--- config.mk ---
export PLATFORM = sky130hd
export DESIGN_NAME = ifetch_pair_buffer
export DESIGN_NICKNAME = d
export VERILOG_FILES = /design/src/rtl/ifetch_pkg.sv /design/src/rtl/ifetch_fifo.sv /design/src/rtl/ifetch_pair_buffer.sv
export SDC_FILE = /design/constraint.sdc
export NUM_CORES = 1
export LEC_CHECK = 0
export ABC_AREA = 1
export CAP_MARGIN = 10
export CELL_PAD_IN_SITES_DETAIL_PLACEMENT = 1
export CELL_PAD_IN_SITES_GLOBAL_PLACEMENT = 2
export CORE_UTILIZATION = 28
export CTS_BUF_LIST = sky130_fd_sc_hd__clkbuf_8
export DETAILED_ROUTE_END_ITERATION = 8
export PLACE_DENSITY = 0.87
export SYNTH_ARGS = -nofsm -noshare
export SYNTH_HDL_FRONTEND = slang
export SYNTH_SLANG_ARGS = --single-unit
--- constraint.sdc ---
create_clock -name clk -period 2.4 [get_ports clk]
set_input_delay 0.36 -clock clk [delete_from_list [all_inputs] [get_ports clk]]
set_output_delay 0.36 -clock clk [all_outputs]
set_load 0.05 [all_outputs]
--- src/rtl/ifetch_pkg.sv ---
// ---------------------------------------------------------------------------
// ifetch_pkg
// Shared definitions for the instruction-fetch pair buffer:
//   IFETCH_ADDR_W / IFETCH_WORD_W : default word-address and word widths
//   state_e                       : fetch engine state (IDLE, RUN)
//   entry_t                       : one queued instruction word with its pc
//   pair_base()                   : even address of the pair holding an address
// ---------------------------------------------------------------------------
package ifetch_pkg;

  localparam int unsigned IFETCH_ADDR_W = 10;
  localparam int unsigned IFETCH_WORD_W = 10;

  typedef enum logic {
    ST_IDLE = 1'b0,
    ST_RUN  = 1'b1
  } state_e;

  // Queued word plus the address it was fetched from (default widths).
  typedef struct packed {
    logic [IFETCH_ADDR_W-1:0] pc;
    logic [IFETCH_WORD_W-1:0] word;
  } entry_t;

  // Even-aligned address of the word pair containing addr.
  function automatic logic [IFETCH_ADDR_W-1:0] pair_base(input logic [IFETCH_ADDR_W-1:0] addr);
    return {addr[IFETCH_ADDR_W-1:1], 1'b0};
  endfunction

endpackage

--- src/rtl/ifetch_fifo.sv ---
// ---------------------------------------------------------------------------
// ifetch_fifo
// Synchronous word+pc FIFO with a 2-wide push and a 1-wide pop.
// The caller must never push more entries than o_free reports.
// Ports:
//   clk, rst_n                : clock, synchronous active-low reset
//   i_clr                     : drop all entries (wins over push/pop)
//   i_push_n                  : number of entries pushed this cycle (0/1/2)
//   i_push_word0/pc0          : first pushed entry (older)
//   i_push_word1/pc1          : second pushed entry (only when i_push_n == 2)
//   i_pop                     : remove the head (ignored when empty)
//   o_valid, o_word, o_pc     : head entry
//   o_free                    : number of free slots, from current occupancy
//   i_snoop_addr, o_snoop_hit : tag compare against all valid entries
//                               (only with IFETCH_SNOOP_EN defined)
// ---------------------------------------------------------------------------
module ifetch_fifo
  import ifetch_pkg::*;
#(
  parameter int unsigned ADDR_W = IFETCH_ADDR_W,
  parameter int unsigned WORD_W = IFETCH_WORD_W,
  parameter int unsigned DEPTH  = 4,
  localparam int unsigned PTR_W = $clog2(DEPTH),
  localparam int unsigned CNT_W = PTR_W + 1
) (
  input  logic              clk,
  input  logic              rst_n,
  input  logic              i_clr,
  input  logic [1:0]        i_push_n,
  input  logic [WORD_W-1:0] i_push_word0,
  input  logic [ADDR_W-1:0] i_push_pc0,
  input  logic [WORD_W-1:0] i_push_word1,
  input  logic [ADDR_W-1:0] i_push_pc1,
  input  logic              i_pop,
  output logic              o_valid,
  output logic [WORD_W-1:0] o_word,
  output logic [ADDR_W-1:0] o_pc,
  output logic [CNT_W-1:0]  o_free
`ifdef IFETCH_SNOOP_EN
  ,
  input  logic [ADDR_W-1:0] i_snoop_addr,
  output logic              o_snoop_hit
`endif
);

  logic [WORD_W-1:0] r_word [DEPTH];
  logic [ADDR_W-1:0] r_pc   [DEPTH];
  logic [PTR_W-1:0]  r_rd;
  logic [PTR_W-1:0]  r_wr;
  logic [CNT_W-1:0]  r_cnt;

  logic              w_pop;
  logic [PTR_W-1:0]  w_wr1;

  assign w_pop = i_pop && (r_cnt != '0);
  assign w_wr1 = r_wr + PTR_W'(1);

  // Head and occupancy views; storage is reset so the head reads 0 out of reset.
  assign o_valid = (r_cnt != '0);
  assign o_word  = r_word[r_rd];
  assign o_pc    = r_pc[r_rd];
  assign o_free  = CNT_W'(DEPTH) - r_cnt;

  // Storage, pointers and occupancy.
  always_ff @(posedge clk) begin
    if (!rst_n) begin
      r_rd  <= '0;
      r_wr  <= '0;
      r_cnt <= '0;
      for (int unsigned i = 0; i < DEPTH; i++) begin
        r_word[i] <= '0;
        r_pc[i]   <= '0;
      end
    end else if (i_clr) begin
      r_rd  <= '0;
      r_wr  <= '0;
      r_cnt <= '0;
    end else begin
      if (i_push_n != 2'd0) begin
        r_word[r_wr] <= i_push_word0;
        r_pc[r_wr]   <= i_push_pc0;
      end
      if (i_push_n == 2'd2) begin
        r_word[w_wr1] <= i_push_word1;
        r_pc[w_wr1]   <= i_push_pc1;
      end
      r_wr  <= r_wr + PTR_W'(i_push_n);
      r_rd  <= r_rd + PTR_W'(w_pop);
      r_cnt <= r_cnt + CNT_W'(i_push_n) - CNT_W'(w_pop);
    end
  end

`ifdef IFETCH_SNOOP_EN
  // Compare the snoop address against every occupied slot, oldest first.
  always_comb begin
    o_snoop_hit = 1'b0;
    for (int unsigned i = 0; i < DEPTH; i++) begin
      if ((CNT_W'(i) < r_cnt) && (r_pc[r_rd + PTR_W'(i)] == i_snoop_addr)) begin
        o_snoop_hit = 1'b1;
      end
    end
  end
`endif

endmodule

--- src/rtl/ifetch_pair_buffer.sv ---
// ---------------------------------------------------------------------------
// ifetch_pair_buffer
// Instruction-fetch front end: drives the word-pair RAM port, unpacks each
// 20-bit pair read into single words, queues them toward decode and lets
// execute-stage stores take the RAM port with priority over fetch.
// Optional feature macro: IFETCH_SNOOP_EN -- an accepted store that hits a
// queued word (or the pair at the fetch pc) flushes the queue and refetches
// from the oldest discarded pc.
// Ports:
//   clk, rst_n                  : clock, synchronous active-low reset
//   start, start_addr           : begin fetching at start_addr
//   redirect, redirect_addr     : flush and refetch at branch target
//   st_valid/st_addr/st_data    : store request, st_ready = accepted
//   mem_addr/mem_we/mem_wdata   : RAM port (combinational)
//   mem_rdata                   : RAM pair read {odd, even}
//   ins_valid/ins_word/ins_pc   : queue head toward decode
//   ins_ready                   : decode consumes the head
// ---------------------------------------------------------------------------
module ifetch_pair_buffer
  import ifetch_pkg::*;
#(
  parameter int unsigned ADDR_W = IFETCH_ADDR_W,
  parameter int unsigned WORD_W = IFETCH_WORD_W,
  parameter int unsigned DEPTH  = 4
) (
  input  logic                clk,
  input  logic                rst_n,
  input  logic                start,
  input  logic [ADDR_W-1:0]   start_addr,
  input  logic                redirect,
  input  logic [ADDR_W-1:0]   redirect_addr,
  input  logic                st_valid,
  input  logic [ADDR_W-1:0]   st_addr,
  input  logic [WORD_W-1:0]   st_data,
  output logic                st_ready,
  output logic [ADDR_W-1:0]   mem_addr,
  output logic                mem_we,
  output logic [2*WORD_W-1:0] mem_wdata,
  input  logic [2*WORD_W-1:0] mem_rdata,
  output logic                ins_valid,
  output logic [WORD_W-1:0]   ins_word,
  output logic [ADDR_W-1:0]   ins_pc,
  input  logic                ins_ready
);

  localparam int unsigned CNT_W = $clog2(DEPTH) + 1;

  state_e            r_state;
  logic [ADDR_W-1:0] r_fetch_pc;

  logic              w_store;
  logic              w_load;
  logic              w_snoop;
  logic              w_clr;
  logic              w_fetch;
  logic              w_pop;
  logic [CNT_W-1:0]  w_need;
  logic [CNT_W-1:0]  w_free;
  logic [1:0]        w_push_n;
  logic [WORD_W-1:0] w_even;
  logic [WORD_W-1:0] w_odd;
  logic [WORD_W-1:0] w_push_word0;
  logic [ADDR_W-1:0] w_push_pc1;

  // Store/fetch port mux; stores win and are only blocked by reset.
  assign w_store   = st_valid && rst_n;
  assign st_ready  = w_store;
  assign mem_we    = w_store;
  assign mem_addr  = w_store ? st_addr : r_fetch_pc;
  assign mem_wdata = {st_data, WORD_W'(0)};

  // Pair unpack: an odd pc only needs the upper word of its pair.
  assign w_even       = mem_rdata[WORD_W-1:0];
  assign w_odd        = mem_rdata[2*WORD_W-1:WORD_W];
  assign w_need       = r_fetch_pc[0] ? CNT_W'(1) : CNT_W'(2);
  assign w_push_word0 = r_fetch_pc[0] ? w_odd : w_even;
  assign w_push_pc1   = r_fetch_pc + ADDR_W'(1);

`ifdef IFETCH_SNOOP_EN
  logic w_snoop_hit;
  // A store into a queued word, or into the pair about to be fetched, makes the queue stale.
  assign w_snoop = w_store &&
                   (w_snoop_hit ||
                    ((r_state == ST_RUN) && (st_addr[ADDR_W-1:1] == r_fetch_pc[ADDR_W-1:1])));
`else
  assign w_snoop = 1'b0;
`endif

  assign w_load  = start || redirect;
  assign w_clr   = w_load || w_snoop;
  // Free count is from current occupancy; a same-cycle pop does not make room.
  assign w_fetch = (r_state == ST_RUN) && !w_store && !w_clr && (w_free >= w_need);
  assign w_push_n = w_fetch ? 2'(w_need) : 2'd0;
  assign w_pop   = ins_valid && ins_ready && !w_clr;

  ifetch_fifo #(
    .ADDR_W (ADDR_W),
    .WORD_W (WORD_W),
    .DEPTH  (DEPTH)
  ) u_fifo (
    .clk          (clk),
    .rst_n        (rst_n),
    .i_clr        (w_clr),
    .i_push_n     (w_push_n),
    .i_push_word0 (w_push_word0),
    .i_push_pc0   (r_fetch_pc),
    .i_push_word1 (w_odd),
    .i_push_pc1   (w_push_pc1),
    .i_pop        (w_pop),
    .o_valid      (ins_valid),
    .o_word       (ins_word),
    .o_pc         (ins_pc),
    .o_free       (w_free)
`ifdef IFETCH_SNOOP_EN
    ,
    .i_snoop_addr (st_addr),
    .o_snoop_hit  (w_snoop_hit)
`endif
  );

  // Fetch engine: state and fetch pc. Redirect beats start beats snoop beats fetch.
  always_ff @(posedge clk) begin
    if (!rst_n) begin
      r_state    <= ST_IDLE;
      r_fetch_pc <= '0;
    end else begin
      if (w_load) begin
        r_state <= ST_RUN;
      end
      if (redirect) begin
        r_fetch_pc <= redirect_addr;
      end else if (start) begin
        r_fetch_pc <= start_addr;
      end else if (w_snoop) begin
        // Resume at the oldest discarded word; with nothing queued that is the fetch pc itself.
        r_fetch_pc <= ins_valid ? ins_pc : r_fetch_pc;
      end else if (w_fetch) begin
        r_fetch_pc <= r_fetch_pc + ADDR_W'(w_need);
      end
    end
  end

endmodule

==> run_results.csv <==
group,metric,value,unit
pwr,p_comb_share,21.0,%
clocking,numClockSinks,98,
global_route,grt_max_degree,33,
placement,hpwlAfterDp,13400,um
synthesis,synthTopCellsByArea,"edfxtp_1 40%, nand2_1 9.1%, nand3_1 9.0%, o21ai_0 6.1%, dfxtp_1 6.0%",
pwr,p_int,2570,uW
flow_run,cap_violations,0,
finish,synthToLayoutAreaGrowth,30.0,%
timing,fin_ws,-0.0100,ns
worst_setup_path,worstReg2RegEnd,"u_fifo.r_cnt[2]$_SDFF_PP0_",
synthesis,synthCells,754,
clocking,cts_buffer_depth,2,
pwr,switching_share,29.9,%
worst_setup_path,endpoint_kind,"flop",
clocking,cts-root-buf,"clkbuf_8",
worst_hold_path,hold_depth,2,
synthesis,synth-main-ff-cell,"edfxtp_1",
global_route,grt_usage,17.8,%
worst_setup_path,cp_slowest_stage_delay,0.39,ns
synthesis,synth_edf_count,80,
worst_setup_path,cp.arrival,2.73,ns
clocking,cts_tree,"built",
worst_setup_path,required,2.72,ns
pwr,power.density,472,nW/um^2
clocking,cts_buffers,9,
finish,fillers,2535,
synthesis,ys_ff_latch,98,
synthesis,ys_warn_count,0,
synthesis,synth_area,5980,um^2
clocking,hold_buffers,0,
global_route,grt_pass1_wl,29900,um
placement,portBuffers,88,
synthesis,syn_avg_cell_area,7.93,um^2
clocking,worstSkewPairLatency,0.38,ns
worst_setup_path,r2r-start,"u_fifo.r_cnt[1]$_SDFF_PP0_",
drt,antenna_left,0,
pwr,p_switching,1100,uW
worst_setup_path,reg2reg_depth,13,
timing,slew_violations,0,
finish,seq_area,2770,um^2
worst_setup_path,cp-start-kind,"flop",
outcome,status,"complete, but fails checks",
clocking,cts_max_level,3,
clocking,path_clk_slew,0.09,ns
floorplan,die_w,148,um
timing,finalSetupViolations,1,
synthesis,synthArstFlopShare,0,%
worst_setup_path,worstPathMaxFanout,2,
timing,rsz0062_at_grt,"yes",
global_route,grt_pass1_vias,5537,
global_route,antenna_found_initial,0,
worst_hold_path,hp-start,"r_state$_SDFFE_PN0P_",
floorplan,dieArea,21900,um^2
worst_setup_path,cpMaxStageDelayCell,"fa_2",
pwr,peakVddDrop,0.000219,V
drt,drtPass1Iterations,5,
synthesis,synth_cell_types,33,
pwr,p_seq_share,52.9,%
timing,finClkSkew,0.0106,ns
drt,num_vias,5534,
placement,gp_congestion,0.776,
synthesis,yosys.area.top_type,"edfxtp_1",
worst_setup_path,critPathLaunch,"u_fifo.r_cnt[1]$_SDFF_PP0_",
timing,min_period_over_period,100,%
global_route,grt_overflow_total,0,
synthesis,yosysTopAreaCellShare,40.2,%
finish,nets,925,
drt,drc,0,
timing,final-hold-violation-count,0,
floorplan,core,21000,um^2
worst_hold_path,worstHoldEndpoint,"r_state$_SDFFE_PN0P_",
finish,drive_gt1_share,16.9,%
outcome,violations,"setup timing",
pwr,p_leak,0.00323,uW
timing,max_freq,0.415,GHz
finish,multi_input_area,2790,um^2
worst_setup_path,path_common_cell,"ha_4",
floorplan,rows,53,
worst_setup_path,crit_path_cell_trace,"inv_4, ha_4, ha_4, nand2_4, nand2_4, buf_4, buf_4, nand3_4, ha_4, inv_1, fa_2, or2_4, a21oi_2",
floorplan,io_pins,119,
drt,drt_iter0_markers,389,
floorplan,start_util,28.5,%
floorplan,die_h,148,um
pwr,power,3670,uW
timing,min_period,2.41,ns
worst_setup_path,r2r_setup_slack,-0.01,ns
finish,n_antenna_cell,0,
drt,wl_per_cell,17.0,um
timing,tns,-0.0100,ns
drt,totalWireLength,19100,um
synthesis,ys_seq_area_share,46.2,%
worst_setup_path,setup.worst_path.class,"flop to flop",
worst_hold_path,hold_path.class,"flop to flop",
drt,routed_via_density,4.91,
pwr,clkPwrFrac,26.1,%
## how the worst max path moves through the flow
stage	end	slack, ns	cells past startpoint
2_1_floorplan	u_fifo.r_cnt[2]$_SDFF_PP0_	-0.15	14
4_1_cts	u_fifo.r_cnt[2]$_SDFF_PP0_	-0.09	14
5_1_grt	u_fifo.r_cnt[2]$_SDFF_PP0_	-0.08	14
3_5_place_dp	u_fifo.r_cnt[2]$_SDFF_PP0_	-0.26	13
6_report	u_fifo.r_cnt[2]$_SDFF_PP0_	-0.01	13
3_3_place_gp	u_fifo.r_cnt[2]$_SDFF_PP0_	-0.19	13
## state kept, by name, summed over array words and instances (netlist names)
| name | cells |
|---|---|
| r_state | 1 |
| r_fetch_pc | 10 |
| u_fifo.r_wr | 2 |
| u_fifo.r_rd | 2 |
| u_fifo.r_word | 40 |
| u_fifo.r_pc | 40 |
| u_fifo.r_cnt | 3 |
## cells in the mapped netlist (5+ instances only)
cell type    n
xor2_1       6
buf_2        9
o21ai_1     35
inv_1       54
nand2_1    145
buf_4       27
ha_1        11
clkbuf_1    29
nand3_1    107
edfxtp_1    80
a21oi_1      8
or2_2        5
o22ai_1     20
dfxtp_1     18
nor2_1      93
o21ai_0     73
## placed cells by master (no fill, tap or decap), types with 6 or more instances in the layout
| cell type | instances |
|---|---|
| o22ai_1 | 20 |
| inv_1 | 52 |
| nor2_1 | 91 |
| buf_6 | 7 |
| conb_1 | 10 |
| dfxtp_1 | 16 |
| nand2_1 | 137 |
| edfxtp_1 | 80 |
| o21ai_0 | 63 |
| buf_12 | 19 |
| nand2_4 | 7 |
| buf_4 | 58 |
| inv_2 | 6 |
| clkdlybuf4s50_1 | 56 |
| a21oi_1 | 7 |
| xor2_1 | 6 |
| o21ai_1 | 45 |
| nand2_2 | 6 |
| nand3_1 | 103 |
| clkbuf_8 | 9 |
## per-stage QoR
step / util (%) / instances / setup WS, ns / cell area, um^2 / hold WS (ns)
2_1_floorplan: - / 763 / -0.153 / 6040 / 0.441
3_3_place_gp: 35.2 / 1103 / -0.186 / 7370 / 0.485
3_5_place_dp: 35.2 / 1103 / -0.260 / 7370 / 0.486
4_1_cts: 36.3 / 1122 / -0.0921 / 7600 / 0.508
5_1_grt: 37.1 / 1127 / -0.0844 / 7770 / 0.567
6_report: 37.1 / 1127 / -0.0100 / 7770 / 0.505
## layer usage
layer	vias up	GRT usage [%]	part of all wire, %
li1	2694	-	-
met1	2682	22.9	44
met2	131	30.5	49
met3	27	2.21	4.3
met4	0	6.34	1.8
met5	-	0	0
## power groups by stage
stage                     registers, uW  logic, uW  clock network, uW
after floorplan                    1960        466                  0
after global placement             1980        744                  0
after detailed placement           1980        749                  0
after CTS                          1940        757                980
after global routing               1950        829               1040
final                              1940        772                959
## worst max-delay path: cells and delay by family (launching register included)
kind	cells	cell delay [ns]
AND/OR/NAND/NOR	4	0.45
buffers and inverters	4	0.30
adder cells (fa/ha/maj)	4	1.17
flip-flops	1	0.35
AO/OA/AOI/OAI	1	0.10
## logic make-up (layout without fill, tap and decap cells)
family	Yosys count	after routing	share of synthesized area, %
XOR/XNOR	10	10	1.46
flip-flops	98	98	46.2
buffers and inverters	126	215	10.2
AND/OR/NAND/NOR	366	366	26.9
multiplexers	3	3	0.502
other	1	10	0.0627
AO/OA/AOI/OAI	138	138	12.1
adder cells (fa/ha/maj)	12	12	2.64
## cell type report
class                           count  area share (%)
Multi-Input combinational cell    539            35.9
Sequential cell                    98            35.6
Timing Repair Buffer              142            19.2
Tap cell                          275            4.43
Inverter                           57            2.78
Clock buffer                        9            1.59
Clock inverter                      7           0.483
## what timing repair did
action                     CTS  global route
gates cloned                 0             2
buffers inserted             3             3
setup endpoints to repair   13           151
resized for setup           12            26
pin swaps                   10            12
Note: power is estimated with default switching activity, not from simulation.
